--- config.mk ---
export PLATFORM = sky130hd
export DESIGN_NAME = operand_fetch_flat
export DESIGN_NICKNAME = d
export VERILOG_FILES = /design/src/rtl/operand_fetch_if.sv /design/src/rtl/operand_fetch.sv /design/src/flat_wrapper.sv
export SDC_FILE = /design/constraint.sdc
export NUM_CORES = 1
export LEC_CHECK = 0
export CORE_ASPECT_RATIO = 0.9
export CORE_MARGIN = 1
export CORE_UTILIZATION = 30
export CTS_BUF_LIST = sky130_fd_sc_hd__clkbuf_8
export DETAILED_ROUTE_END_ITERATION = 10
export PLACE_DENSITY_LB_ADDON = 0.2
export SLEW_MARGIN = 25
export SYNTH_ARGS = -nofsm -noshare
export SYNTH_HDL_FRONTEND = slang
export SYNTH_SLANG_ARGS = --single-unit
--- constraint.sdc ---
create_clock -name clk -period 2.5 [get_ports clk]
set_input_delay 0.5 -clock clk [delete_from_list [all_inputs] [get_ports clk]]
set_output_delay 0.5 -clock clk [all_outputs]
set_load 0.05 [all_outputs]
--- src/rtl/operand_fetch_if.sv ---
// Bundle of the request, register-bank and result signals around operand_fetch.
// The slave modport is the fetch unit; the master modport is everything around it.
interface operand_fetch_if #(
  parameter int DATA_W = 32,
  parameter int ADDR_W = 5
);
  logic              in_valid;
  logic              in_ready;
  logic [ADDR_W-1:0] rs1;
  logic [ADDR_W-1:0] rs2;
  logic [ADDR_W-1:0] a1;
  logic [ADDR_W-1:0] a2;
  logic [DATA_W-1:0] rd1;
  logic [DATA_W-1:0] rd2;
  logic              wb_we;
  logic [ADDR_W-1:0] wb_addr;
  logic [DATA_W-1:0] wb_data;
  logic              out_valid;
  logic              out_ready;
  logic [DATA_W-1:0] op1;
  logic [DATA_W-1:0] op2;

  modport slave (
    input  in_valid, rs1, rs2, rd1, rd2, wb_we, wb_addr, wb_data, out_ready,
    output in_ready, a1, a2, out_valid, op1, op2
  );

  modport master (
    output in_valid, rs1, rs2, rd1, rd2, wb_we, wb_addr, wb_data, out_ready,
    input  in_ready, a1, a2, out_valid, op1, op2
  );
endinterface

--- src/rtl/operand_fetch.sv ---
// Two-cycle operand fetch: registered bank read plus write-port snooping so a
// result always reflects the newest architectural value of each source register.
module operand_fetch #(
  parameter int DATA_W = 32,
  parameter int ADDR_W = 5
) (
  input  logic                  clk,
  input  logic                  rst,
  operand_fetch_if.slave        bus
);

  typedef enum logic [1:0] {IDLE, READ, HOLD} state_t;

  state_t            state;
  state_t            state_next;
  logic              ready_c;
  logic              accept;
  logic [ADDR_W-1:0] rs1_q;
  logic [ADDR_W-1:0] rs2_q;
  logic              fwd1_valid;
  logic              fwd2_valid;
  logic [DATA_W-1:0] fwd1_data;
  logic [DATA_W-1:0] fwd2_data;
  logic [DATA_W-1:0] op1_q;
  logic [DATA_W-1:0] op2_q;

  // x0 is hard-wired, so a write to it is never a forwarding source.
  function automatic logic wb_hit(input logic we, input logic [ADDR_W-1:0] waddr,
                                  input logic [ADDR_W-1:0] idx);
    return we && (waddr == idx) && (idx != '0);
  endfunction

  function automatic logic [DATA_W-1:0] resolve(
    input logic [ADDR_W-1:0] idx,
    input logic              we,
    input logic [ADDR_W-1:0] waddr,
    input logic [DATA_W-1:0] wdata,
    input logic              fv,
    input logic [DATA_W-1:0] fd,
    input logic [DATA_W-1:0] rd
  );
    if (idx == '0)                 return '0;
    else if (wb_hit(we, waddr, idx)) return wdata;
    else if (fv)                   return fd;
    else                           return rd;
  endfunction

  always_comb begin
    state_next = state;
    ready_c    = 1'b0;
    case (state)
      IDLE: begin
        ready_c = 1'b1;
        if (bus.in_valid) state_next = READ;
      end
      READ: state_next = HOLD;
      HOLD: begin
        if (bus.out_ready) begin
          ready_c    = 1'b1;
          state_next = bus.in_valid ? READ : IDLE;
        end
      end
      default: state_next = IDLE;
    endcase
  end

  assign bus.in_ready  = ready_c & ~rst;
  assign accept        = bus.in_valid & bus.in_ready;
  assign bus.a1        = (state == READ) ? rs1_q : bus.rs1;
  assign bus.a2        = (state == READ) ? rs2_q : bus.rs2;
  assign bus.out_valid = (state == HOLD);
  assign bus.op1       = op1_q;
  assign bus.op2       = op2_q;

  // Stage boundary: accept edge captures indices and any same-edge write,
  // READ edge resolves operands, HOLD keeps them coherent with later writes.
  always_ff @(posedge clk) begin
    if (rst) begin
      state      <= IDLE;
      rs1_q      <= '0;
      rs2_q      <= '0;
      fwd1_valid <= 1'b0;
      fwd2_valid <= 1'b0;
      op1_q      <= '0;
      op2_q      <= '0;
    end else begin
      state <= state_next;
      if (accept) begin
        rs1_q      <= bus.rs1;
        rs2_q      <= bus.rs2;
        fwd1_valid <= wb_hit(bus.wb_we, bus.wb_addr, bus.rs1);
        fwd2_valid <= wb_hit(bus.wb_we, bus.wb_addr, bus.rs2);
      end
      if (state == READ) begin
        op1_q <= resolve(rs1_q, bus.wb_we, bus.wb_addr, bus.wb_data, fwd1_valid, fwd1_data, bus.rd1);
        op2_q <= resolve(rs2_q, bus.wb_we, bus.wb_addr, bus.wb_data, fwd2_valid, fwd2_data, bus.rd2);
      end else if (state == HOLD && !bus.out_ready) begin
        if (wb_hit(bus.wb_we, bus.wb_addr, rs1_q)) op1_q <= bus.wb_data;
        if (wb_hit(bus.wb_we, bus.wb_addr, rs2_q)) op2_q <= bus.wb_data;
      end
    end
  end

  // Forward data is only consulted when its valid bit is set, so it needs no reset.
  always_ff @(posedge clk) begin
    if (accept) begin
      fwd1_data <= bus.wb_data;
      fwd2_data <= bus.wb_data;
    end
  end

endmodule

--- src/flat_wrapper.sv ---
// flat-port wrapper written by rule: the top's interface ports become plain ports
module operand_fetch_flat 
#(
  parameter int DATA_W = 32,
  parameter int ADDR_W = 5
)
  (clk, rst, bus_in_valid, bus_rs1, bus_rs2, bus_rd1, bus_rd2, bus_wb_we, bus_wb_addr, bus_wb_data, bus_out_ready, bus_in_ready, bus_a1, bus_a2, bus_out_valid, bus_op1, bus_op2);
  operand_fetch_if #(.DATA_W(DATA_W), .ADDR_W(ADDR_W)) bus_i ();
  input  logic clk;
  input  logic rst;
  input wire logic [$bits(bus_i.in_valid)-1:0] bus_in_valid;
  input wire logic [$bits(bus_i.rs1)-1:0] bus_rs1;
  input wire logic [$bits(bus_i.rs2)-1:0] bus_rs2;
  input wire logic [$bits(bus_i.rd1)-1:0] bus_rd1;
  input wire logic [$bits(bus_i.rd2)-1:0] bus_rd2;
  input wire logic [$bits(bus_i.wb_we)-1:0] bus_wb_we;
  input wire logic [$bits(bus_i.wb_addr)-1:0] bus_wb_addr;
  input wire logic [$bits(bus_i.wb_data)-1:0] bus_wb_data;
  input wire logic [$bits(bus_i.out_ready)-1:0] bus_out_ready;
  output wire logic [$bits(bus_i.in_ready)-1:0] bus_in_ready;
  output wire logic [$bits(bus_i.a1)-1:0] bus_a1;
  output wire logic [$bits(bus_i.a2)-1:0] bus_a2;
  output wire logic [$bits(bus_i.out_valid)-1:0] bus_out_valid;
  output wire logic [$bits(bus_i.op1)-1:0] bus_op1;
  output wire logic [$bits(bus_i.op2)-1:0] bus_op2;
  assign bus_i.in_valid = bus_in_valid;
  assign bus_i.rs1 = bus_rs1;
  assign bus_i.rs2 = bus_rs2;
  assign bus_i.rd1 = bus_rd1;
  assign bus_i.rd2 = bus_rd2;
  assign bus_i.wb_we = bus_wb_we;
  assign bus_i.wb_addr = bus_wb_addr;
  assign bus_i.wb_data = bus_wb_data;
  assign bus_i.out_ready = bus_out_ready;
  assign bus_in_ready = bus_i.in_ready;
  assign bus_a1 = bus_i.a1;
  assign bus_a2 = bus_i.a2;
  assign bus_out_valid = bus_i.out_valid;
  assign bus_op1 = bus_i.op1;
  assign bus_op2 = bus_i.op2;
  operand_fetch #(.DATA_W(DATA_W), .ADDR_W(ADDR_W)) u_core (.clk(clk), .rst(rst), .bus(bus_i));
endmodule
# Word-level counts from Yosys, hierarchy flattened
# Cells that the tools add are included.
# Widths: inputs -> output; s select.
totals:
  register_bits: 110
  out_inout_bits: 76
  wordCells: 62
classes:
  bitwise: 3
  n_eq_ne: 8
  n_reduce_logical: 23
  muxes: 20
op_table:
  columns: ["operator", "n"]
  rows:
  - ["$mux 32", 12]
  - ["$eq 5x5->1", 4]
  - ["$reduce_bool 5->1", 4]
  - ["$logic_not 5->1", 2]
  - ["$mux 5", 2]
  - ["$logic_and 1x1->1", 9]
  - ["$pmux 2 s3", 1]
  - ["$reduce_and 2->1", 3]
  - ["$reduce_bool 2->1", 3]
  - ["$mux 2", 2]
  - ["$ne 2x2->1 const B", 2]
  - ["$and 1x1->1", 2]
  - ["$eq 2x1->1 const B", 1]
  - ["$eq 2x2->1 const B", 1]
  - ["$logic_not 2->1", 1]
  - ["$mux 1", 2]
  - ["$pmux 1 s2", 1]
  - ["$logic_not 1->1", 1]
  - ["$not 1->1", 1]

# Depth between registers and ports, before layout
logic_depth:
  depth_word: 6
  mapped_depth: 8

# Worst setup path before layout
# OpenSTA, ideal clock, no wires.
synth_path:
  kind: "in2reg"
  from: "input rst"
  to: "register u_core.fwd1_data[0] (enable)"
  arrival_time_ns: 3.495
  stages: 5
  path_slack_ns: -1.404
  path_cell_list: "clkbuf_1 > a211oi_1 > and2_1 > clkbuf_1 > clkbuf_1"
synth_via:
  elab_chain_len: 3
synth_lines:
  columns: ["item", "line_no", "rtl"]
  rows:
  - ["from (decl)", "flat_wrapper.sv:10", "input logic rst;"]
  - ["$not 1->1", "operand_fetch.sv:67", "assign bus.in_ready = ready_c & ~rst;"]
  - ["$and 1x1->1", "operand_fetch.sv:67", null]
  - ["net bus_in_ready", "flat_wrapper.sv:20", "output wire logic [$bits(bus_i.in_ready)-1:0] bus_in_ready;"]
  - ["$and 1x1->1", "operand_fetch.sv:68", "assign accept = bus.in_valid & bus.in_ready;"]
  - ["net u_core.accept", "operand_fetch.sv:17", "logic accept;"]
  - ["to (signal assigned)", "operand_fetch.sv:107", "fwd1_data <= bus.wb_data;"]
  - ["to (decl)", "operand_fetch.sv:22", "logic [DATA_W-1:0] fwd1_data;"]
# The timed path passes the listed nets, and every way through them passes these cells.
# A chain may end at the register's enable or synchronous reset.

# Final worst setup path
layout_path:
  from: "input bus_wb_addr[2]"
  to: "register u_core.op1_q[0], in the netlist u_core.bus.op1[0]"
layout_via:
  elab_chain_len: 6
  elab_cells_between_ends: 8
layout_lines:
  columns: ["item", "line_no", "rtl"]
  rows:
  - ["from (decl)", "flat_wrapper.sv:17", "input wire logic [$bits(bus_i.wb_addr)-1:0] bus_wb_addr;"]
  - ["$eq 5x5->1 *", "operand_fetch.sv:30", "return we && (waddr == idx) && (idx != '0);"]
  - ["$logic_and 1x1->1 * (2 in a row)", "operand_fetch.sv:30", null]
  - ["$mux 32", "operand_fetch.sv:43", "else if (wb_hit(we, waddr, idx)) return wdata;"]
  - ["$mux 32", "operand_fetch.sv:42", "if (idx == '0) return '0;"]
  - ["$mux 32", "operand_fetch.sv:94", "if (state == READ) begin"]
  - ["to (signal assigned)", "operand_fetch.sv:95", "op1_q <= resolve(rs1_q, bus.wb_we, bus.wb_addr, bus.wb_data, fwd1_valid, fwd1_data, bus.rd1);"]
  - ["to (signal assigned)", "operand_fetch.sv:98", "if (wb_hit(bus.wb_we, bus.wb_addr, rs1_q)) op1_q <= bus.wb_data;"]
  - ["to (decl)", "operand_fetch.sv:24", "logic [DATA_W-1:0] op1_q;"]
# Mark *: on every way between the ends. The rest lies on a longest branch, timed or not.

==> results.tsv <==
metric	value	unit
status	complete, no violations	
max-capacitance violation count	0	
TritonRoute pass-1 iters	4	
vias per cell	5.187	
Critical Path End	u_core.bus.op1[0]$_SDFFE_PP0P_	
Int Pwr	2.902	mW
drt total wl	20230	um
Switching Share	31.27	%
pwr dens	492.3	mW/mm2
total net switching power	1.320	mW
Routed wire per std cell	19.60	um
CTS root buf	clkbuf_8	
worst reg2reg path endpoint	u_core.bus.op1[25]$_SDFFE_PP0P_	
fraction of layout cells with a size suffix above 1	12.20	%
synth-to-layout area growth	48.25	%
diode count	0	
Sequential Power Share	46.7	%
ranking of synthesized cells by area	dfxtp_1 27%, edfxtp_1 17%, mux2i_1 16%	
top cell type's share of synthesized area	26.99	%
postcts setup bufs	0	
flops & latches, synth	110	
Placer Congestion	0.8187	
CTS Hold Buffers Added	0	
top-count cell post-synth	mux2i_1	
beginning of the worst register-to-register path	u_core.state[1]$_SDFFE_PP0P_	
Detail Route Antenna Nets	0	
crit start category	input port	
leak pwr	3.042	nW
most common flop cell mapped by yosys	dfxtp_1	
Worst Setup End Kind	register	
Commonest cells post-synth	94 x mux2i_1, 78 x dfxtp_1, 43 x nand2_1	
CTS Buf Count	9	
initial core utilization	31.04	%
HPWL after detailed placement	15190	um
final setup violation count	0	
Final Hold Violating Endpoints	0	
period utilization	87.05	%
vias in the first global route	5531	
syn nets	696	
DIE HEIGHT	133.7	um
post-synth cell types	46	
synthesized instance count	580	
Die X	148.4	um
Clk Latency, worst-skew pair	0.40	ns
# rows	47	
R2R setup slack	0.41	ns
Seq/Total Area, Yosys	43.60	%
first-pass GRT wire length	31080	um
CP startpoint	bus_wb_addr[2]	
yosys warns	0	
crit-path max FO	10	
area leader, netlist	dfxtp_1	
CTS resizes	0	
Max rail drop VDD	0.2422	mV
total power	4.223	mW
Post-Layout Cell Count	1032	
CP Class	in2reg	
core footprint	0.01864	mm2
number of synthesized flops with an enable pin	32	
slew margin rel.	30.28	%
RSZ-0062 raised after global routing	false	
placed instance count	1016	
r2r worst-path depth	5	
Design Area, Final	0.008577	mm2
clk_skew	0.009604	ns
Logic pwr share	26.0	%
final-layout fill cell count	1750	
cell area after synthesis	0.005786	mm2
DRC Markers	0	
Final #Nets	898	
number of DRC markers in iteration 0	278	
io pins	192	
total die area	0.01985	mm2
Vias	5353	
CTS Buffer Depth	2	
FMAX	459.5	MHz
min cycle time layout	2.176	ns
Slew Limit Fails	0	
Hold Path Class	reg2reg	
CP required	2.78	ns
Worst EP arrival	2.46	ns
placed cell area	0.008368	mm2
Async SR Flop Fraction	0	%
initial antenna violation count	0	
CTS H-tree depth	3	
GR Overflow Total	0	
CTS tree	done	
worst slew pin tran	1.038	ns
Clock Power Share	27.3	%
Port Buffer Count	191	
Clock transition at path regs	0.11	ns
total global-route track usage	20.63	%
syn avg cell area	9.975	um2
CTS sink cnt	110	
largest net degree at the start of global routing	40	
## worst max-delay path, cell delays in order
cell and delay, ns:
clkdlybuf4s50_1 0.55, buf_4 0.16, xnor2_2 0.11, nand4_2 0.23, o41ai_4 0.25, buf_4 0.25, nor2_1 0.06, a2111oi_1 0.35
## worst min-delay path by stage
stage | start | to | slack [ns] | cells after the start
finish | u_core.bus.op2[12]$_SDFFE_PP0P_ | u_core.bus.op2[12]$_SDFFE_PP0P_ | 0.48 | 1
CTS | u_core.bus.op1[15]$_SDFFE_PP0P_ | u_core.bus.op1[15]$_SDFFE_PP0P_ | 0.48 | 1
floorplan | u_core.rs2_q[3]$_SDFFE_PP0P_ | u_core.rs2_q[3]$_SDFFE_PP0P_ | 0.48 | 2
global placement | u_core.bus.op2[17]$_SDFFE_PP0P_ | u_core.bus.op2[17]$_SDFFE_PP0P_ | 0.45 | 1
detailed placement | u_core.bus.op1[15]$_SDFFE_PP0P_ | u_core.bus.op1[15]$_SDFFE_PP0P_ | 0.45 | 1
global route | u_core.bus.op1[15]$_SDFFE_PP0P_ | u_core.bus.op1[15]$_SDFFE_PP0P_ | 0.49 | 1
## state kept, by name (all words and copies together), names as in the netlist
register / count
u_core.bus.op1: 32
u_core.bus.op2: 32
u_core.fwd1_valid: 1
u_core.fwd1_data: 32
u_core.fwd2_valid: 1
u_core.rs1_q: 5
u_core.state: 2
u_core.rs2_q: 5
## routing by layer
layer / GRT usage [%] / wire, um / up-vias
li1: - / - / 2566
met1: 27.02 / 9205 / 2579
met2: 34.59 / 9524 / 195
met3: 4.110 / 1213 / 13
met4: 5.155 / 284 / 0
met5: 0 / 0 / -
## kinds of logic (layout without fill, tap and decap cells)
kind of cell              Yosys count  after routing  share of synthesized area (%)
AOI/OAI and AO/OA                 154            154                          18.90
and+or+nand+nor                   151            151                          13.39
DFF                               110            110                          43.60
muxes                             100            100                          17.43
buffers and inverters              47            254                          3.698
xor gates and xnor gates           18             18                          2.984
## per-stage QoR
| stage | setup TNS, ns | hold slack (ns) | worst slack, ns | util, % |
|---|---|---|---|---|
| after floorplan | 0 | 0.4816 | 0.05274 | - |
| after global placement | -0.0002889 | 0.4522 | -0.0002889 | 44.89 |
| after detailed placement | -0.7178 | 0.4495 | -0.1360 | 44.89 |
| after CTS | 0 | 0.4778 | 0.01475 | 46.00 |
| after global routing | 0 | 0.4916 | 0.1320 | 46.01 |
| final | 0 | 0.4756 | 0.3238 | 46.01 |
## power by group through the flow
stage / sequential [mW] / combinational [mW] / clock, mW
3_3_place_gp: 2.01 / 1.09 / 0
2_1_floorplan: 2.13 / 0.425 / 0
5_1_grt: 1.98 / 1.17 / 1.26
3_5_place_dp: 2.01 / 1.10 / 0
4_1_cts: 1.97 / 1.11 / 1.18
6_report: 1.97 / 1.10 / 1.15
## final cells by class
| class | instances | area [um2] | area share (%) |
|---|---|---|---|
| clock buffers | 10 | 137.6 | 1.605 |
| clock inverters | 6 | 68.82 | 0.8023 |
| inverters | 3 | 11.26 | 0.1313 |
| multi-input cells | 423 | 3078 | 35.89 |
| flip-flops and latches | 110 | 2525 | 29.44 |
| well taps | 245 | 306.5 | 3.574 |
| repair buffers | 235 | 2450 | 28.56 |
## cell usage in the layout (no fill, tap or decap), types with 3 or more instances in the layout
master,instances
and2_1,3
nor4_1,4
buf_4,36
mux2_2,6
buf_12,19
a32o_1,7
a2111oi_1,9
nor2_1,36
o21bai_1,7
clkbuf_8,10
xor2_1,6
mux2i_1,94
nand2b_1,36
a21oi_1,16
o21ai_0,37
nor3_1,10
clkdlybuf4s50_1,178
dfxtp_1,76
xnor2_1,10
o2bb2ai_1,21
a22oi_1,32
o22ai_1,15
nand2_1,43
inv_1,3
edfxtp_1,32
No activity file was read; power rests on OpenSTA's default activity.
